### config.mk
export PLATFORM = sky130hd
export DESIGN_NAME = sync_req_cond
export DESIGN_NICKNAME = d
export VERILOG_FILES = /design/src/rtl/sync_pkg.sv /design/src/rtl/sync_filt_ch.sv /design/src/rtl/sync_req_cond.sv
export SDC_FILE = /design/constraint.sdc
export NUM_CORES = 1
export LEC_CHECK = 0
export BUFFER_PORTS_ARGS = -buffer_cell sky130_fd_sc_hd__buf_4
export CAP_MARGIN = 30
export CORE_MARGIN = 1
export CORE_UTILIZATION = 55
export CTS_BUF_LIST = sky130_fd_sc_hd__clkbuf_4 sky130_fd_sc_hd__clkbuf_8
export CTS_CLUSTER_DIAMETER = 40
export DETAILED_ROUTE_END_ITERATION = 7
export PLACE_DENSITY = 0.88
export SETUP_SLACK_MARGIN = 0.02
export SYNTH_ARGS = -nofsm -noshare
export SYNTH_HDL_FRONTEND = slang
export SYNTH_SLANG_ARGS = --single-unit
### constraint.sdc
create_clock -name ACLK_i -period 2.1 [get_ports ACLK_i]
set_input_delay 0.105 -clock ACLK_i [delete_from_list [all_inputs] [get_ports ACLK_i]]
set_output_delay 0.105 -clock ACLK_i [all_outputs]
set_load 0.01 [all_outputs]
### src/rtl/sync_pkg.sv
// Shared constants for the request conditioner: channel modes and pending states.
package sync_pkg;

  localparam logic [1:0] MODE_LEVEL  = 2'b00;
  localparam logic [1:0] MODE_RISE   = 2'b01;
  localparam logic [1:0] MODE_TOGGLE = 2'b10;
  localparam logic [1:0] MODE_FALL   = 2'b11;

  localparam logic [0:0] ST_IDLE = 1'b0;
  localparam logic [0:0] ST_PEND = 1'b1;

  // Edge event for a given mode from the filtered level and its one-cycle-old copy.
  function automatic logic edge_event(input logic [1:0] mode, input logic f, input logic f_prev);
    logic ev;
    ev = 1'b0;
    case (mode)
      MODE_RISE:   ev = f & ~f_prev;
      MODE_FALL:   ev = ~f & f_prev;
      MODE_TOGGLE: ev = f ^ f_prev;
      default:     ev = 1'b0;
    endcase
    return ev;
  endfunction

endpackage

### src/rtl/sync_filt_ch.sv
// One channel: synchronizer chain, glitch filter, edge detect, pending request and sticky overflow.
module sync_filt_ch
  import sync_pkg::*;
#(
  parameter int SYNC_STAGES = 2,
  parameter int FILTER_W    = 4
) (
  input  logic                clk,
  input  logic                rst_n,
  input  logic                async_i,
  input  logic                en_i,
  input  logic [1:0]          mode_i,
  input  logic [FILTER_W-1:0] filt_len_i,
  input  logic                ack_i,
  input  logic                ovf_clr_i,
  output logic                sync_o,
  output logic                req_o,
  output logic                ovf_o
);

  logic [SYNC_STAGES-1:0] chain_q, chain_d;
  logic [FILTER_W-1:0]    cnt_q, cnt_d;
  logic                   filt_q, filt_d;
  logic                   fprev_q, fprev_d;
  logic [0:0]             state_q, state_d;
  logic                   req_q, req_d;
  logic                   ovf_q, ovf_d;
  logic                   raw;
  logic                   evt;
  logic                   ovf_set;

  assign raw = chain_q[SYNC_STAGES-1];

  // Synchronizer shift and glitch filter: the filtered level only follows raw after it has
  // disagreed for filt_len+1 consecutive cycles. Using >= keeps a shortened filt_len from
  // letting the counter run past it and wrap.
  always_comb begin
    chain_d = {chain_q[SYNC_STAGES-2:0], async_i};
    cnt_d   = '0;
    filt_d  = filt_q;
    fprev_d = filt_q;
    if (raw != filt_q) begin
      if (cnt_q >= filt_len_i) begin
        filt_d = raw;
        cnt_d  = '0;
      end else begin
        cnt_d = cnt_q + 1'b1;
      end
    end
  end

  // Pending FSM, overflow and registered request; LEVEL mode bypasses the FSM entirely.
  always_comb begin
    evt     = edge_event(mode_i, filt_q, fprev_q) & en_i;
    state_d = state_q;
    ovf_set = 1'b0;
    if (!en_i || mode_i == MODE_LEVEL) begin
      state_d = ST_IDLE;
    end else if (state_q == ST_IDLE) begin
      if (evt) state_d = ST_PEND;
    end else begin
      if (evt && !ack_i) ovf_set = 1'b1;
      else if (ack_i && !evt) state_d = ST_IDLE;
    end
    ovf_d = ovf_set | (ovf_q & ~ovf_clr_i);
    if (mode_i == MODE_LEVEL) req_d = filt_q & en_i;
    else                      req_d = (state_d == ST_PEND);
  end

  // All channel state clears asynchronously on reset.
  always_ff @(posedge clk or negedge rst_n) begin
    if (!rst_n) begin
      chain_q <= '0;
      cnt_q   <= '0;
      filt_q  <= 1'b0;
      fprev_q <= 1'b0;
      state_q <= ST_IDLE;
      req_q   <= 1'b0;
      ovf_q   <= 1'b0;
    end else begin
      chain_q <= chain_d;
      cnt_q   <= cnt_d;
      filt_q  <= filt_d;
      fprev_q <= fprev_d;
      state_q <= state_d;
      req_q   <= req_d;
      ovf_q   <= ovf_d;
    end
  end

  assign sync_o = filt_q;
  assign req_o  = req_q;
  assign ovf_o  = ovf_q;

endmodule

### src/rtl/sync_req_cond.sv
// N-channel request conditioner: one sync_filt_ch per peripheral request line.
module sync_req_cond
  import sync_pkg::*;
#(
  parameter int NUM_CH      = 4,
  parameter int SYNC_STAGES = 2,
  parameter int FILTER_W    = 4
) (
  input  logic                ACLK_i,
  input  logic                axi_m_rstn_i,
  input  logic [NUM_CH-1:0]   async_i,
  input  logic [NUM_CH-1:0]   ch_en_i,
  input  logic [2*NUM_CH-1:0] ch_mode_i,
  input  logic [FILTER_W-1:0] filt_len_i,
  input  logic [NUM_CH-1:0]   ack_i,
  input  logic [NUM_CH-1:0]   ovf_clr_i,
  output logic [NUM_CH-1:0]   sync_o,
  output logic [NUM_CH-1:0]   req_o,
  output logic [NUM_CH-1:0]   ovf_o
);

  for (genvar c = 0; c < NUM_CH; c++) begin : g_ch
    sync_filt_ch #(
      .SYNC_STAGES(SYNC_STAGES),
      .FILTER_W   (FILTER_W)
    ) u_ch (
      .clk       (ACLK_i),
      .rst_n     (axi_m_rstn_i),
      .async_i   (async_i[c]),
      .en_i      (ch_en_i[c]),
      .mode_i    (ch_mode_i[2*c +: 2]),
      .filt_len_i(filt_len_i),
      .ack_i     (ack_i[c]),
      .ovf_clr_i (ovf_clr_i[c]),
      .sync_o    (sync_o[c]),
      .req_o     (req_o[c]),
      .ovf_o     (ovf_o[c])
    );
  end

endmodule

== Word level (Yosys, flattened, before mapping) ==
Cells that the tools add are included.
Storage, ports and cells
  bits in registers: 44
  bits of input ports: 30
  word-level logic and storage cells: 172
Cells by class
  add/subtract/negate cells: 4
  $lt $le $gt $ge: 4
  eq/ne operators: 16
  multiplexer cells: 48
  bitwise gates (word level): 40
  reduce and logical (&&, ||, !) cells: 32
Operator list (number)
  $mux W1: 36
  $mux W4: 8
  $and A1 B1 Y1: 20
  $add A4 B1 Y4 const B: 4
  $eq A2 B2 Y1 const B: 8
  $ge A4 B4 Y1: 4
  $logic_not A1 Y1: 12
  $not A1 Y1: 12
  $pmux W1 S3: 4
  $eq A2 B1 Y1 const B: 4
  $logic_and A1 B1 Y1: 8
  $logic_not A2 Y1: 4
  $reduce_and A2 Y1: 4
  $logic_or A1 B1 Y1: 4
  $ne A1 B1 Y1: 4
  $or A1 B1 Y1: 4
  $xor A1 B1 Y1: 4

== Depth between registers and ports, before layout ==
Gate-level depths: netlist of the first run.
  depth in word-level cells: 11
  depth in mapped cells: 6

== By module ==
From an unflattened synthesis of the first run, not the netlist that was laid out.
Second synthesis, totals
  cell total of the unflattened synthesis: 224
  area total of the unflattened synthesis: 2417.3 um^2
By module, submodules not included
  sync_filt_ch: times used 4, cells each 56, area an instance 604.3 um^2

== Least setup slack after synthesis of the first run ==
OpenSTA, ideal clock, no wires.
  kind: reg-to-reg
  from: reg g_ch[1].u_ch.cnt_q[0]
  to: reg g_ch[1].u_ch.filt_q
  setup time: 125 ps
  arrival: 1522 ps
  required time: 1975 ps
  setup slack: 453 ps
  cell stages (with the launch flop): 7
  path buffers: 0
  period minus slack after synthesis: 1647 ps
  cell sequence: dfrtp_1 inv_1 ha_1 nand2b_4 a2111oi_4 nor2_2 mux2_4
On the way
  word-level cells in the longest chain between the ends: 2
RTL lines
  start: declaration: line sync_filt_ch.sv:22  | logic [FILTER_W-1:0] cnt_q, cnt_d;
  start signal: assignment: line sync_filt_ch.sv:82  | cnt_q <= cnt_d;
  $ge A4 B4 Y1: line sync_filt_ch.sv:43  | if (cnt_q >= filt_len_i) begin
  $reduce_and A2 Y1 (no line)
  end signal: assignment: line sync_filt_ch.sv:83  | filt_q <= filt_d;
  end: declaration: line sync_filt_ch.sv:23  | logic filt_q, filt_d;
Every way passes these cells.
A chain may end at the register's enable or synchronous reset.

== Final worst setup path of the first run ==
  from: reg g_ch[3].u_ch.cnt_q[0]
  to: reg g_ch[3].u_ch.cnt_q[3]
On the way
  word-level cells in the longest chain between the ends: 3
RTL lines
  start: declaration: line sync_filt_ch.sv:22
  start signal: assignment: line sync_filt_ch.sv:82
  $add A4 B1 Y4 / $ge A4 B4 Y1 (equally long branches): line sync_filt_ch.sv:47, sync_filt_ch.sv:43
  $mux W4 (*): line sync_filt_ch.sv:43
  $mux W4 (*): line sync_filt_ch.sv:42  | if (raw != filt_q) begin
  named net g_ch[3].u_ch.cnt_d[3]: line sync_filt_ch.sv:22
Mark *: on every way through the listed nets, which the timed path passes. The rest lies on a longest branch.

==> results of run 1 <==
[repair_timing]
| item | 4_1_cts | 5_1_grt |
|---|---|---|
| resized for setup | 0 | 0 |
| endpoints found under the hold margin | 52 | 0 |
| hold buffers | 9 | 0 |
[per-stage QoR]
stage | total power, W | worst slack [ns]
2_1_floorplan | 0.00220 | 0.453
3_3_place_gp | 0.00241 | 0.422
3_5_place_dp | 0.00249 | 0.342
4_1_cts | 0.00316 | 0.325
5_1_grt | 0.00338 | 0.182
6_report | 0.00313 | 0.310
[layout by cell type, fill, tap and decap left out, drive strengths merged, types with 9 or more instances in the layout]
master	Yosys	layout
dfrtp	44	44
buf	12	41
inv	27	27
dlygate4sd3	0	9
nor2	28	28
ha	28	28
[cell families after synthesis]
group,after synthesis
mux,8
compound gates,32
fa+ha+maj,28
flops,44
simple gates,64
buf+inv,39
xor+xnor,12
[tightest hold or removal path, delay by kind of cell]
kind            cells  cell delay (ns)
buf+inv             2             0.17
compound gates      1             0.04
[how the worst max path moves through the flow]
stage | to | slack [ns] | cells past startpoint
2_1_floorplan | g_ch[1].u_ch.sync_o | 0.45 | 6
4_1_cts | g_ch[1].u_ch.cnt_q[3] | 0.32 | 6
6_report | g_ch[3].u_ch.cnt_q[3] | 0.31 | 6
5_1_grt | g_ch[3].u_ch.cnt_q[0] | 0.18 | 6
3_3_place_gp | g_ch[1].u_ch.sync_o | 0.42 | 6
3_5_place_dp | g_ch[3].u_ch.cnt_q[2] | 0.34 | 6
[cell type report]
cell class,instances,area (sq um),share of cell area
timing repair buffer,50,398,0.134
tap,52,65.1,0.0219
multi-input combinational,144,1190,0.401
sequential,44,1100,0.371
clock buffer,6,76.3,0.0257
inverter,27,101,0.0341
clock inverter,2,35.0,0.0118
[sequential cells by signal (all words and copies together) (netlist names)]
name               cells
g_ch.u_ch.fprev_q      4
g_ch.u_ch.chain_q      8
g_ch.u_ch.req_o        4
g_ch.u_ch.cnt_q       16
g_ch.u_ch.sync_o       4
g_ch.u_ch.ovf_o        4
g_ch.u_ch.state_q      4
[power groups by stage]
stage          logic (W)  registers [W]  clock network [W]
6_report         0.00126        0.00122           0.000642
5_1_grt          0.00143        0.00125           0.000698
4_1_cts          0.00127        0.00122           0.000667
3_5_place_dp     0.00125        0.00124                  0
3_3_place_gp     0.00119        0.00122                  0
2_1_floorplan    0.00101        0.00120                  0
[per-layer routing]
layer | vias up | GRT usage | share of wire
met5 | - | 0 | 0
met4 | 0 | 0.0771 | 0.014
met3 | 5 | 0.0465 | 0.038
met2 | 28 | 0.352 | 0.53
met1 | 797 | 0.226 | 0.42
li1 | 838 | - | -
==> results.cfg, run 1 <==
[pwr]
pwr-share-clk = 0.206
p_int_w = 0.00208
p_leak_nw = 1.48
ir_drop_mv = 0.609
sw_frac_of_total = 0.334
power.density_mw_per_mm2 = 1050
p_comb_frac = 0.403
seqPwrFrac = 0.392
power.switching_w = 0.00104

[sta]
hold_violations = 0
fin_crit_sh = 0.853
drv_slew = 0
rsz0062_at_grt = false
fin_skew_ns = 0.0112
setup_viol = 0
slew_headroom = 0.621
tightest_slew_ns = 0.563
setup_tns_ns = 0
min_period_ns = 1.79
hold_ws_ns = 0.0491
timing.fmax_ghz = 0.559

[status]
status = finished, final reports clean

[routing]
drtPass1Iterations = 4
num_vias = 1668
vias_per_cell = 5.13
drt_iter0_markers = 101
wl_per_cell_um = 13.0
drt-total-wl_um = 4210
final_antenna_net_count = 0
drc = 0

[placement]
place.gp.congestion = 0.790
port-buffer-count = 41
place_area_sq_mm = 0.00277
place_inst = 308
dpl.hpwl_um = 3190

[critical_path]
critPathLaunch = g_ch[3].u_ch.cnt_q[0]
worstRegToRegCells = 6
rr_startpoint = g_ch[3].u_ch.cnt_q[0]
timing.rr.end = g_ch[3].u_ch.cnt_q[3]
cp_top_family = compound AO/OA/AOI/OAI gates
crit_required_ns = 2.32
endpoint_kind = register
cp_slowest_stage_delay_ns = 0.40
r2r_slack_ns = 0.31
cp_data_arrival_time_ns = 2.01
path_class = register to register
startpoint_type = register
path_buf_inv = 1
cpMaxStageDelayCell = dfrtp_1
cp_cell_sequence = inv_1 > ha_1 > nand2b_4 > a2111oi_4 > o21ai_0 > nor2_1
cp_max_fo = 4

[layout]
layout-drive-gt1-share = 0.253
fin_cells = 325
area_growth_pct = 19.5
nets = 330
n_fill_cell = 311
stdcell_area_sq_mm = 0.00297
antenna_cells = 0
final_util = 0.682

[grt]
grt.total_usage = 0.197
grt_max_degree = 45
antenna_found_initial = 0
grt_pass1_vias = 1781
grt_pass1_wl_um = 7440
grt_overflow = 0

[floorplan]
rows = 24
die_h_um = 69.2
dieArea_sq_mm = 0.00479
ios = 42
start_util = 0.570
core_sq_mm = 0.00435
die_x_um = 69.2

[cts]
clk_path_buf_depth = 2
cts_tree = done
cts.sinks = 44
post_cts_buffers = 0
cts-root-buf = clkbuf_8
htree_levels = 2
numCtsBuffers = 5
clk_pin_slew_worst_paths_ns = 0.08
clk_latency_ns = 0.30

[yosys]
synth_compound_area_frac = 0.113
synth_xor_area_frac = 0.0423
yosysMostFrequentCell = dfrtp_1
async_flop_share = 1.00
synthSimpleGateAreaFrac = 0.141
synth.top_cell.area_share = 0.443
synth-edff-count = 0
yosysTopAreaCell = dfrtp_1
synth.area.mux_share = 0.0423
synth_top_family_by_area = adder cells
syn_inst = 227
synth.distinct_cells = 23
syn_area_sq_mm = 0.00248
syn-mean-instance-area_sq_um = 10.9
synth_adder_area_share = 0.141
synthTopCellsByArea = dfrtp_1 44%, ha_1 14%, a2111oi_4 4.4%, inv_1 4.1%, buf_4 3.6%
ys_warn_count = 0
synth_commonest_cells = 44 x dfrtp_1, 28 x ha_1, 27 x inv_1
ys_ff_latch = 44
ys_seq_area_frac = 0.443
synth.net_count = 285
synth_ff_type = dfrtp_1

[hold_path]
min_to = g_ch[0].u_ch.req_o
min_path_type = input pin to register
hp-start = ch_en_i[0]
hold_depth = 3

[flow_run]
cap_violations = 0
(Power assumes the default switching activity.)
==> run 2, diff against run 1 <==
Settings changed: CORE_UTILIZATION 55 to 58, PLACE_DENSITY 0.88 to 0.92.
Clock period 2.1 ns to 1.69 ns, I/O delays scaled along.
==> results.cfg, run 2 (synthesis results as in run 1) <==
[sta]
setup_slack_ns = 0.0592
rsz0062_at_grt = true
drv_slew = 0
setup_viol = 0
tightest_slew_ns = 0.553
fin_crit_sh = 0.965
min_period_ns = 1.63
fin_skew_ns = 0.00273
timing.fmax_ghz = 0.613
slew_headroom = 0.632
hold_violations = 0

[critical_path]
startpoint_type = register
cp_slowest_stage_delay_ns = 0.36
timing.rr.end = g_ch[3].u_ch.sync_o
r2r_slack_ns = 0.06
cp_data_arrival_time_ns = 1.82
cpMaxStageDelayCell = dfrtp_1
cp_max_fo = 2
rr_startpoint = g_ch[3].u_ch.cnt_q[0]
cp_cell_sequence = inv_1 > ha_1 > nand2b_4 > a2111oi_4 > nor2_2 > mux2_4
worstRegToRegCells = 6
path_class = register to register
endpoint_kind = register
crit_required_ns = 1.88

[cts]
numCtsBuffers = 5
clk_pin_slew_worst_paths_ns = 0.08
post_cts_buffers = 0
cts_tree = done
cts.sinks = 44
cts-root-buf = clkbuf_8
clk_latency_ns = 0.30
clk_path_buf_depth = 2
htree_levels = 2

[layout]
antenna_cells = 0
layout_commonest_cell = buf_4
top_regs = g_ch.u_ch.cnt_q: 16 flops, g_ch.u_ch.chain_q: 8 flops
top_register = g_ch.u_ch.cnt_q
area_growth_pct = 20.1
largest_reg_flops = 16
layout-drive-gt1-share = 0.264
layout_common_cells = 45 x buf_4, 44 x dfrtp_1, 28 x ha_1, 27 x inv_1, 24 x nor2_1
stdcell_area_sq_mm = 0.00298
nets = 334

[floorplan]
dieArea_sq_mm = 0.00455
ios = 42
die_h_um = 67.4
start_util = 0.612
rows = 23
die_x_um = 67.4
core_sq_mm = 0.00406

[routing]
drc = 0
num_vias = 1722
final_antenna_net_count = 0
wl_per_cell_um = 12.9
drt-total-wl_um = 4230
vias_per_cell = 5.27
drtPass1Iterations = 4
drt_iter0_markers = 25

[hold_path]
hold_depth = 3
hp-start = ch_en_i[2]
min_to = g_ch[2].u_ch.req_o
min_path_type = input pin to register

[grt]
antenna_found_initial = 0
grt.total_usage = 0.214
grt_max_degree = 45
grt_overflow = 0
grt_pass1_wl_um = 6990
grt_pass1_vias = 1727

[placement]
port-buffer-count = 41
dp_worst_setup_slack_ns = 0.0185
place_area_sq_mm = 0.00279
place.gp.congestion = 0.797
dpl.hpwl_um = 3110

[pwr]
p_leak_nw = 1.50
ir_drop_mv = 0.726
power.total_w = 0.00386
power.density_mw_per_mm2 = 1290

[status]
status = finished, final reports clean

[flow_run]
cap_violations = 0
[run 2: area by class of cell]
type	instances	area (sq um)
Inverter	27	101
Multi-Input combinational cell	144	1190
Timing Repair Buffer	54	428
Tap cell	50	62.6
Sequential cell	44	1100
Fill cell	296	1080
Clock buffer	8	97.6
[run 2: worst max-delay path by stage]
stage,cells past startpoint,endpoint,start,slack [ns]
floorplan,6,g_ch[1].u_ch.sync_o,g_ch[1].u_ch.cnt_q[0],0.04
global placement,6,g_ch[3].u_ch.sync_o,g_ch[3].u_ch.cnt_q[0],0.07
detailed placement,6,g_ch[3].u_ch.sync_o,g_ch[3].u_ch.cnt_q[0],0.02
CTS,6,g_ch[3].u_ch.sync_o,g_ch[3].u_ch.cnt_q[0],0.06
global route,6,g_ch[3].u_ch.sync_o,g_ch[3].u_ch.cnt_q[0],-0.04
finish,6,g_ch[3].u_ch.sync_o,g_ch[3].u_ch.cnt_q[0],0.06
[run 2: report_power, final]
group          total (W)  internal [W]  leakage [nW]  switching [W]
combinational    0.00164      0.000885         0.881       0.000759
sequential       0.00150       0.00130         0.564       0.000205
clock           0.000713      0.000366        0.0523       0.000347
[run 2: per-stage QoR]
step	cells	hold WS, ns	util	setup TNS, ns
after floorplan	227	-0.211	-	0
after global placement	310	0.107	0.689	0
after detailed placement	310	0.109	0.689	0
after CTS	327	0.0179	0.735	0
after global routing	327	0.0329	0.735	-0.0462
final	327	0.0263	0.735	0
[run 2: layer usage]
layer | routed length (um) | vias to the layer above | GRT usage
li1 | - | 847 | -
met1 | 1780 | 835 | 0.228
met2 | 2190 | 34 | 0.383
met3 | 180 | 6 | 0.0574
met4 | 79 | 0 | 0.109
met5 | 0 | - | 0
[run 2: worst max-delay path, delay by kind of cell (launching register included)]
kind | cells | cell delay, ns
DFF | 1 | 0.36
AOI/OAI and AO/OA | 1 | 0.32
muxes | 1 | 0.30
adders and majority gates | 1 | 0.26
and+or+nand+nor | 2 | 0.23
buffers and inverters | 1 | 0.05
[run 2: what timing repair did]
| item | in CTS | in global routing |
|---|---|---|
| hold buffers | 9 | 0 |
| gates resized for setup | 0 | 4 |
| setup endpoints to repair | 6 | 16 |
| pin swaps | 4 | 0 |
| hold endpoints to repair | 52 | 0 |
| gates cloned | 0 | 0 |
==> run 3, diff against run 2 <==
Settings changed: GPL_ROUTABILITY_DRIVEN set to 0, MAX_ROUTING_LAYER set to met4.
==> results.cfg, run 3 (synthesis results as in run 1) <==
[status]
status = finished, final reports clean

[floorplan]
die_h_um = 67.4
core_sq_mm = 0.00406
dieArea_sq_mm = 0.00455
ios = 42
die_x_um = 67.4
rows = 23
start_util = 0.612

[pwr]
sw_frac_of_total = 0.339
pwr-share-clk = 0.184
ir_drop_mv = 0.726
power.density_mw_per_mm2 = 1290
p_int_w = 0.00255
power.total_w = 0.00386
p_leak_nw = 1.50
p_comb_frac = 0.426
seqPwrFrac = 0.390
power.switching_w = 0.00131

[grt]
use_met3 = 0.0574
grt_pass1_vias = 1725
grt_overflow = 0
antenna_found_initial = 0
grt_pass1_wl_um = 6990
grt-busiest-layer = met2
use_met2 = 0.383
grt.total_usage = 0.220
use_met1 = 0.228
grt_max_degree = 45

[cts]
cts_tree = done
clk_pin_slew_worst_paths_ns = 0.08
clk_path_buf_depth = 2
cts.sinks = 44
post_cts_buffers = 0
clk_latency_ns = 0.30
htree_levels = 2
cts-root-buf = clkbuf_8
numCtsBuffers = 5

[critical_path]
endpoint_kind = register
path_class = register to register
startpoint_type = register
cp_max_fo = 2
cp_data_arrival_time_ns = 1.82
crit_required_ns = 1.88

[routing]
vias_per_cell = 5.27
drt_iter0_markers = 25
wl_per_cell_um = 12.9
num_vias = 1722
final_antenna_net_count = 0
drc = 0
drt-total-wl_um = 4230
drtPass1Iterations = 4

[layout]
nets = 334
final_util = 0.735
top_register = g_ch.u_ch.cnt_q
top_regs = g_ch.u_ch.cnt_q: 16 flops, g_ch.u_ch.chain_q: 8 flops
layout_common_cells = 45 x buf_4, 44 x dfrtp_1, 28 x ha_1, 27 x inv_1, 24 x nor2_1
layout-drive-gt1-share = 0.264
n_fill_cell = 296
largest_reg_flops = 16
antenna_cells = 0
layout_commonest_cell = buf_4
area_growth_pct = 20.1
stdcell_area_sq_mm = 0.00298

[placement]
port-buffer-count = 41
place_area_sq_mm = 0.00279
dpl.hpwl_um = 3110

[flow_run]
cap_violations = 0

[sta]
hold_violations = 0
timing.fmax_ghz = 0.613
fin_skew_ns = 0.00273
min_period_ns = 1.63
tightest_slew_ns = 0.553
slew_headroom = 0.632
drv_slew = 0
fin_crit_sh = 0.965
rsz0062_at_grt = true
setup_viol = 0

[hold_path]
min_path_type = input pin to register
## run 3: cell counts in the layout (fill, tap and decap cells not counted)
Identical to the previous run, type by type.
## run 3: critical path, stage by stage (launching register included)
cell and delay (ns):
dfrtp_1 0.36, inv_1 0.05, ha_1 0.26, nand2b_4 0.14, a2111oi_4 0.32, nor2_2 0.09, mux2_4 0.30
## run 3: what timing repair did
action | in CTS | in global routing
resized for setup | 0 | 4
endpoints found under the hold margin | 52 | 0
hold buffers | 9 | 0
pin swaps | 4 | 0
endpoints found under the setup margin | 6 | 16
## run 3: per-layer routing
metal,wire [um],part of all wire,vias to the layer above
li1,-,-,847
met1,1780,0.42,833
met2,2190,0.52,35
met3,180,0.043,7
met4,74,0.017,0
met5,0,0,-
## run 3: cell type report
class                      instances  area (sq um)  area share
timing repair buffer              54           428       0.144
tap                               50          62.6      0.0210
sequential                        44          1100       0.369
multi-input combinational        144          1190       0.399
inverter                          27           101      0.0340
clock buffer                       8          97.6      0.0327
## run 3: power by group through the flow
stage / clock network, W / logic [W] / registers (W)
final: 0.000712 / 0.00164 / 0.00150
after global routing: 0.000765 / 0.00186 / 0.00154
after CTS: 0.000734 / 0.00165 / 0.00151
after detailed placement: 0 / 0.00161 / 0.00152
after global placement: 0 / 0.00154 / 0.00150
after floorplan: 0 / 0.00125 / 0.00149
## run 3: through the flow
| stage | instances | setup TNS, ns | hold WS [ns] | setup WS, ns |
|---|---|---|---|---|
| after global routing | 327 | -0.0462 | 0.0329 | -0.0398 |
| after global placement | 310 | 0 | 0.107 | 0.0745 |
| after floorplan | 227 | 0 | -0.211 | 0.0431 |
| after detailed placement | 310 | 0 | 0.109 | 0.0185 |
| final | 327 | 0 | 0.0271 | 0.0592 |
| after CTS | 327 | 0 | 0.0179 | 0.0582 |
## run 3: worst paths after layout
check	from	cells after the start	to	slack, ns
max	g_ch[3].u_ch.cnt_q[0]	6	g_ch[3].u_ch.sync_o	0.06
min	ch_en_i[2]	3	g_ch[2].u_ch.req_o	0.03
max reg2reg	g_ch[3].u_ch.cnt_q[0]	6	g_ch[3].u_ch.sync_o	0.06
min reg2reg	g_ch[0].u_ch.chain_q[0]	0	g_ch[0].u_ch.chain_q[1]	0.35
max in group asynchronous	axi_m_rstn_i	2	g_ch[2].u_ch.fprev_q	1.00
min in group asynchronous	axi_m_rstn_i	2	g_ch[0].u_ch.state_q	0.30
